## config.mk

```make
export PLATFORM = sky130hd
export DESIGN_NAME = combo_lock_param
export DESIGN_NICKNAME = d
export VERILOG_FILES = /design/src/rtl/combo_lock_param.sv
export SDC_FILE = /design/constraint.sdc
export NUM_CORES = 1
export LEC_CHECK = 0
export ABC_AREA = 1
export BUFFER_PORTS_ARGS = -buffer_cell sky130_fd_sc_hd__buf_2
export CAP_MARGIN = 15
export CORE_ASPECT_RATIO = 2
export CORE_MARGIN = 1.5
export CORE_UTILIZATION = 48
export DETAILED_ROUTE_END_ITERATION = 8
export GPL_TIMING_DRIVEN = 0
export MAX_ROUTING_LAYER = met4
export PLACE_DENSITY = 0.66
export SETUP_SLACK_MARGIN = 0.4
export SYNTH_ARGS = -nofsm -noshare
export SYNTH_HDL_FRONTEND = slang
export SYNTH_SLANG_ARGS = --single-unit
```

## constraint.sdc

```tcl
create_clock -name clk -period 4.73 [get_ports clk]
set_input_delay 1.1825 -clock clk [delete_from_list [all_inputs] [get_ports clk]]
set_output_delay 1.1825 -clock clk [all_outputs]
set_load 0.01 [all_outputs]
```

## src/rtl/combo_lock_param.sv

```systemverilog
// Parameterised combination lock with retry limit, timed lockout and in-field code reprogramming.
// The active code and the programming shadow both reload from CODE on every reset.
module combo_lock_param #(
  parameter int                    DIGITS      = 6,
  parameter int                    DW          = 4,
  parameter logic [DIGITS*DW-1:0]  CODE        = 24'h703262,
  parameter int                    MAX_TRIES   = 3,
  parameter int                    LOCK_CYCLES = 16
) (
  input  logic          clk,
  input  logic          rst_n,
  input  logic [DW-1:0] digit_in,
  input  logic          enter,
  input  logic          clear,
  input  logic          relock,
  input  logic          prog,
  output logic [2:0]    st,
  output logic [3:0]    pos,
  output logic [3:0]    fails,
  output logic          err
);

  localparam int LCW = $clog2(LOCK_CYCLES) + 1;

  typedef enum logic [2:0] {
    ENTRY   = 3'd0,
    OPEN    = 3'd1,
    CLOSED  = 3'd2,
    LOCKOUT = 3'd3,
    PROG    = 3'd4
  } state_t;

  state_t               state_q, state_d;
  logic [3:0]           pos_q, pos_d;
  logic [3:0]           fails_q, fails_d;
  logic                 err_q, err_d;
  logic                 mism_q, mism_d;
  logic [LCW-1:0]       cnt_q, cnt_d;
  logic [DIGITS*DW-1:0] code_q, code_d;
  logic [DIGITS*DW-1:0] shadow_q, shadow_d;

  logic                 digit_ok;
  logic                 last;
  logic                 mism_new;
  logic [DW-1:0]        code_digit;

  always_ff @(posedge clk) begin
    if (!rst_n) begin
      state_q  <= ENTRY;
      pos_q    <= '0;
      fails_q  <= '0;
      err_q    <= 1'b0;
      mism_q   <= 1'b0;
      cnt_q    <= '0;
      code_q   <= CODE;
      shadow_q <= CODE;
    end else begin
      state_q  <= state_d;
      pos_q    <= pos_d;
      fails_q  <= fails_d;
      err_q    <= err_d;
      mism_q   <= mism_d;
      cnt_q    <= cnt_d;
      code_q   <= code_d;
      shadow_q <= shadow_d;
    end
  end

  always_comb begin
    state_d    = state_q;
    pos_d      = pos_q;
    fails_d    = fails_q;
    err_d      = 1'b0;
    mism_d     = mism_q;
    cnt_d      = cnt_q;
    code_d     = code_q;
    shadow_d   = shadow_q;
    digit_ok   = (32'(digit_in) <= 32'd9);
    last       = (pos_q == 4'(DIGITS - 1));
    code_digit = '0;
    for (int i = 0; i < DIGITS; i++) begin
      if (pos_q == 4'(i)) code_digit = code_q[(DIGITS-1-i)*DW +: DW];
    end
    mism_new   = mism_q | (digit_in != code_digit);

    unique case (state_q)
      ENTRY: begin
        if (enter) begin
          if (!digit_ok) begin
            err_d = 1'b1;
          end else if (last) begin
            // The final digit is folded into the verdict in the same edge.
            pos_d  = '0;
            mism_d = 1'b0;
            if (!mism_new) begin
              state_d = OPEN;
              fails_d = '0;
            end else if (int'(fails_q) + 1 < MAX_TRIES) begin
              state_d = CLOSED;
              fails_d = fails_q + 4'd1;
            end else begin
              state_d = LOCKOUT;
              fails_d = 4'(MAX_TRIES);
              cnt_d   = LCW'(LOCK_CYCLES - 1);
            end
          end else begin
            pos_d  = pos_q + 4'd1;
            mism_d = mism_new;
          end
        end
      end
      CLOSED: begin
        if (clear) begin
          state_d = ENTRY;
          pos_d   = '0;
          mism_d  = 1'b0;
        end
      end
      LOCKOUT: begin
        if (cnt_q == '0) begin
          state_d = ENTRY;
          fails_d = '0;
          pos_d   = '0;
          mism_d  = 1'b0;
        end else begin
          cnt_d = cnt_q - 1'b1;
        end
      end
      OPEN: begin
        if (relock) begin
          state_d = ENTRY;
          pos_d   = '0;
          mism_d  = 1'b0;
        end else if (prog) begin
          state_d = PROG;
          pos_d   = '0;
        end
      end
      PROG: begin
        if (relock) begin
          state_d = ENTRY;
          pos_d   = '0;
          mism_d  = 1'b0;
        end else if (enter) begin
          if (!digit_ok) begin
            err_d = 1'b1;
          end else begin
            for (int i = 0; i < DIGITS; i++) begin
              if (pos_q == 4'(i)) shadow_d[(DIGITS-1-i)*DW +: DW] = digit_in;
            end
            // Commit uses the shadow including this last digit, so the swap is atomic.
            if (last) begin
              code_d  = shadow_d;
              state_d = OPEN;
              pos_d   = '0;
            end else begin
              pos_d = pos_q + 4'd1;
            end
          end
        end
      end
      default: begin
        state_d = ENTRY;
        pos_d   = '0;
        mism_d  = 1'b0;
      end
    endcase
  end

  assign st    = 3'(state_q);
  assign pos   = pos_q;
  assign fails = fails_q;
  assign err   = err_q;

endmodule

```

==> run metrics <==
launching point of the worst reg2reg path=pos[3]; worst skew pair latency=between 0.3 and 0.4 ns; IO buf count=21; DRT Pass-1 Iters=4; Pwr Total=roughly 1500 uW; detailed-route via count=2903; Core Rows=40; capturing instance or port of the critical path=code_q[20]; post-synth top area share=0.413; path depth of the worst reg2reg path=14; run status=finished, final reports clean; largest stage delay on the critical path=0.29 ns; maximum operating frequency=around 340 MHz; Setup TNS=0 ns; unrepaired setup endpoints after global routing=false; clk sink count=62; Tightest Pin Transition=just over 0.7 ns; slowest stage cell on the critical path=sky130_fd_sc_hd__inv_1; CP Data Arrival Time=approximately 3.1 ns; Ports=22; highest-count cells in the layout ignoring fill and taps=66 x sky130_fd_sc_hd__nand2_1, 62 x sky130_fd_sc_hd__dfxtp_1, 49 x sky130_fd_sc_hd__nor2_1, 47 x sky130_fd_sc_hd__o21ai_0, 45 x sky130_fd_sc_hd__inv_1; max-slew violation count=0; Routability Congestion=around 0.9; critical path launch point type=input pin; Post-Route Utilization=0.574; synthesized area per cell=about 7.0 um2; time the worst path needs with I/O delays and setup=~3 ns; deepest level of the CTS H-tree=3; sequential area share after synthesis=0.413; Top Family by Delay on Critical Path=buffers and inverters; count of synthesis-stage warnings from yosys=0; core area=6010 um2; CP Cell Sequence=buf_2 > inv_1 > a21oi_1 > nor2_1 > inv_1 > nor2_1 > inv_1 > nor2_1 > inv_1 > clkbuf_1 > a21oi_1 > o21ai_0; post-detail-place hpwl=around 6000 um; iteration-0 DRC count of the detailed router=roughly 180; clock-pin slew on the worst setup and hold paths=roughly 0.050 ns; number of nets with antenna violations after routing=0; final net count=roughly 480; most frequent standard cell in the layout excluding fill and tap cells=sky130_fd_sc_hd__nand2_1; Synth area leader=sky130_fd_sc_hd__dfxtp_1; worst setup path class=input pin to register; worst setup timing slack at the placement stage=1.49 ns; routed length on met2=approximately 4500 um; via-per-instance ratio=between 5 and 6; worst-case register-to-register setup slack=roughly 2.4 ns; layout overhead on the synthesized area=14.6%; most used cell along the critical path=sky130_fd_sc_hd__inv_1; initial standard-cell utilization of the core=0.501; total routing usage reported by global routing=0.276; Total Routed Length=about 8300 um; worst path required time=4.92 ns; slack of the critical path=1.78 ns; initial antenna violation count=0; maximum number of pins on one net before global-route repair=11; leakage power total=0.00157 uW; TritonCTS Buffers=9; residual overflow from global routing=0; final setup fails=0; Die X=around 60 um; post-route fraction of the period consumed by the critical path=0.624; total number of cells along the worst setup path=12; Slew Limit Headroom=0.524; Die ar.=around 6800 um2; number of buffers and inverters on the critical path=6; Crit Reg-Reg Endpoint=cnt_q[0]; met3 wire length=~290 um; maximum ir drop on the vdd rail=~0.26 mV; worst hold path cell count=2; fraction of final layout cells with drive strength greater than 1=0.131; Hold Fails Final Rpt=0; post-cts repair resize count=0; count of mapped cells out of synthesis=between 400 and 500; crit path capture type=register; antenna fix cells=0; global-route wire length before repair=between 10000 and 15000 um; largest cells by area after synthesis=sky130_fd_sc_hd__dfxtp_1 41%, sky130_fd_sc_hd__nand2_1 8.2%, sky130_fd_sc_hd__o21ai_0 7.8%; met1 routed wirelength after detailed routing=between 3000 and 4000 um; clock root buffer=sky130_fd_sc_hd__clkbuf_16; final setup skew=just under 0.004 ns; CP Max Fanout=9; path category of the worst min-delay check=register to register; clk buf depth=2; start point of the critical path=digit_in[2]; cts-stage hold buffer count=0; clock tree from TritonCTS=built; register bit count reported by yosys=62; pwr dens=between 400 and 500 nW/um2; post-route cell area=about 3400 um2; height of the chip=around 110 um; number of buffers inserted by post-CTS setup repair=0; vias in the first global route=2804; number of distinct library cell variants in the gate-level netlist after synthesis=33; Residual DRC=0; number of nets in the synthesized netlist=444; max cap viols=0; routed length per instance=roughly 16 um; summed instance area of the synthesized netlist=3010 um2; instance area after placement=roughly 3200 um2; top layer reached by signal wires=met4
[Yosys cell counts (all sizes together)]
| cell type | n |
|---|---|
| clkbuf | 9 |
| o211ai | 4 |
| o21bai | 1 |
| o2111ai | 1 |
| ha | 3 |
| clkinv | 1 |
| xor2 | 1 |
| dfxtp | 62 |
| nor3 | 5 |
| nand3 | 44 |
| nand2 | 70 |
| inv | 48 |
| o21ai | 49 |
| buf | 9 |
| and3 | 2 |
| nor2 | 56 |
| a21oi | 43 |
| a41oi | 1 |
| nand4 | 3 |
| a211oi | 11 |
| or2 | 5 |
| nor4 | 1 |
| a221oi | 2 |
[cells by family after synthesis]
family / count (synthesis) / share of synthesized area
AO/OA/AOI/OAI: 112 / 0.206
adder cells (fa/ha/maj): 3 / 0.0125
AND/OR/NAND/NOR: 186 / 0.276
flip-flops: 62 / 0.413
XOR/XNOR: 1 / 0.00291
buffers and inverters: 67 / 0.0899
[power by group]
| group | switching (uW) | internal [uW] |
|---|---|---|
| registers | 33.4 | 558 |
| logic | 257 | 121 |
| clock network | 215 | 360 |
[stage by stage]
stage | instances | hold slack (ns)
floorplan | 431 | 0.429
global placement | 515 | 0.440
detailed placement | 515 | 0.448
CTS | 529 | 0.460
global route | 529 | 0.490
finish | 529 | 0.460
[worst register-to-register path, cell delays in order, from the launching register on]
cell                       delay (ns)
sky130_fd_sc_hd__dfxtp_1         0.35
sky130_fd_sc_hd__nor2_2          0.23
sky130_fd_sc_hd__inv_1           0.06
sky130_fd_sc_hd__nor2_1          0.44
sky130_fd_sc_hd__nand2_1         0.19
sky130_fd_sc_hd__nand3_1         0.17
sky130_fd_sc_hd__nand2_1         0.06
sky130_fd_sc_hd__nand2_1         0.05
sky130_fd_sc_hd__nand2_1         0.06
sky130_fd_sc_hd__nor2_2          0.09
sky130_fd_sc_hd__nand3_2         0.12
sky130_fd_sc_hd__nand3_2         0.11
sky130_fd_sc_hd__nand2_2         0.09
sky130_fd_sc_hd__o21bai_1        0.13
sky130_fd_sc_hd__inv_1           0.04
[registers in the layout (all words and copies together) (netlist names)]
| register | count |
|---|---|
| code_q | 24 |
| shadow_q | 20 |
| cnt_q | 5 |
| fails | 4 |
| pos | 4 |
| st | 3 |
| err | 1 |
| mism_q | 1 |
[worst min path at each step]
stage / endpoint / slack (ns) / start
2_1_floorplan: shadow_q[12] / 0.43 / shadow_q[12]
3_3_place_gp: shadow_q[20] / 0.44 / shadow_q[20]
3_5_place_dp: shadow_q[12] / 0.45 / shadow_q[12]
4_1_cts: code_q[3] / 0.46 / code_q[3]
5_1_grt: fails[3] / 0.49 / fails[3]
6_report: shadow_q[12] / 0.46 / shadow_q[12]
[layout make-up]
cell class / instances / area (um2)
buffer: 18 / 85.1
clock buffer: 12 / 246
clock inverter: 2 / 10.0
fill: 591 / 2560
inverter: 49 / 185
multi-input combinational: 302 / 1500
sequential: 62 / 1240
tap: 63 / 78.8
timing repair buffer: 21 / 105
[layer usage]
layer  vias up  track usage
met5         -            -
met4         0        0.155
met3        20       0.0506
met2        67        0.478
met1      1316        0.282
li1       1500            -
Power figures use the tool's default switching activity.
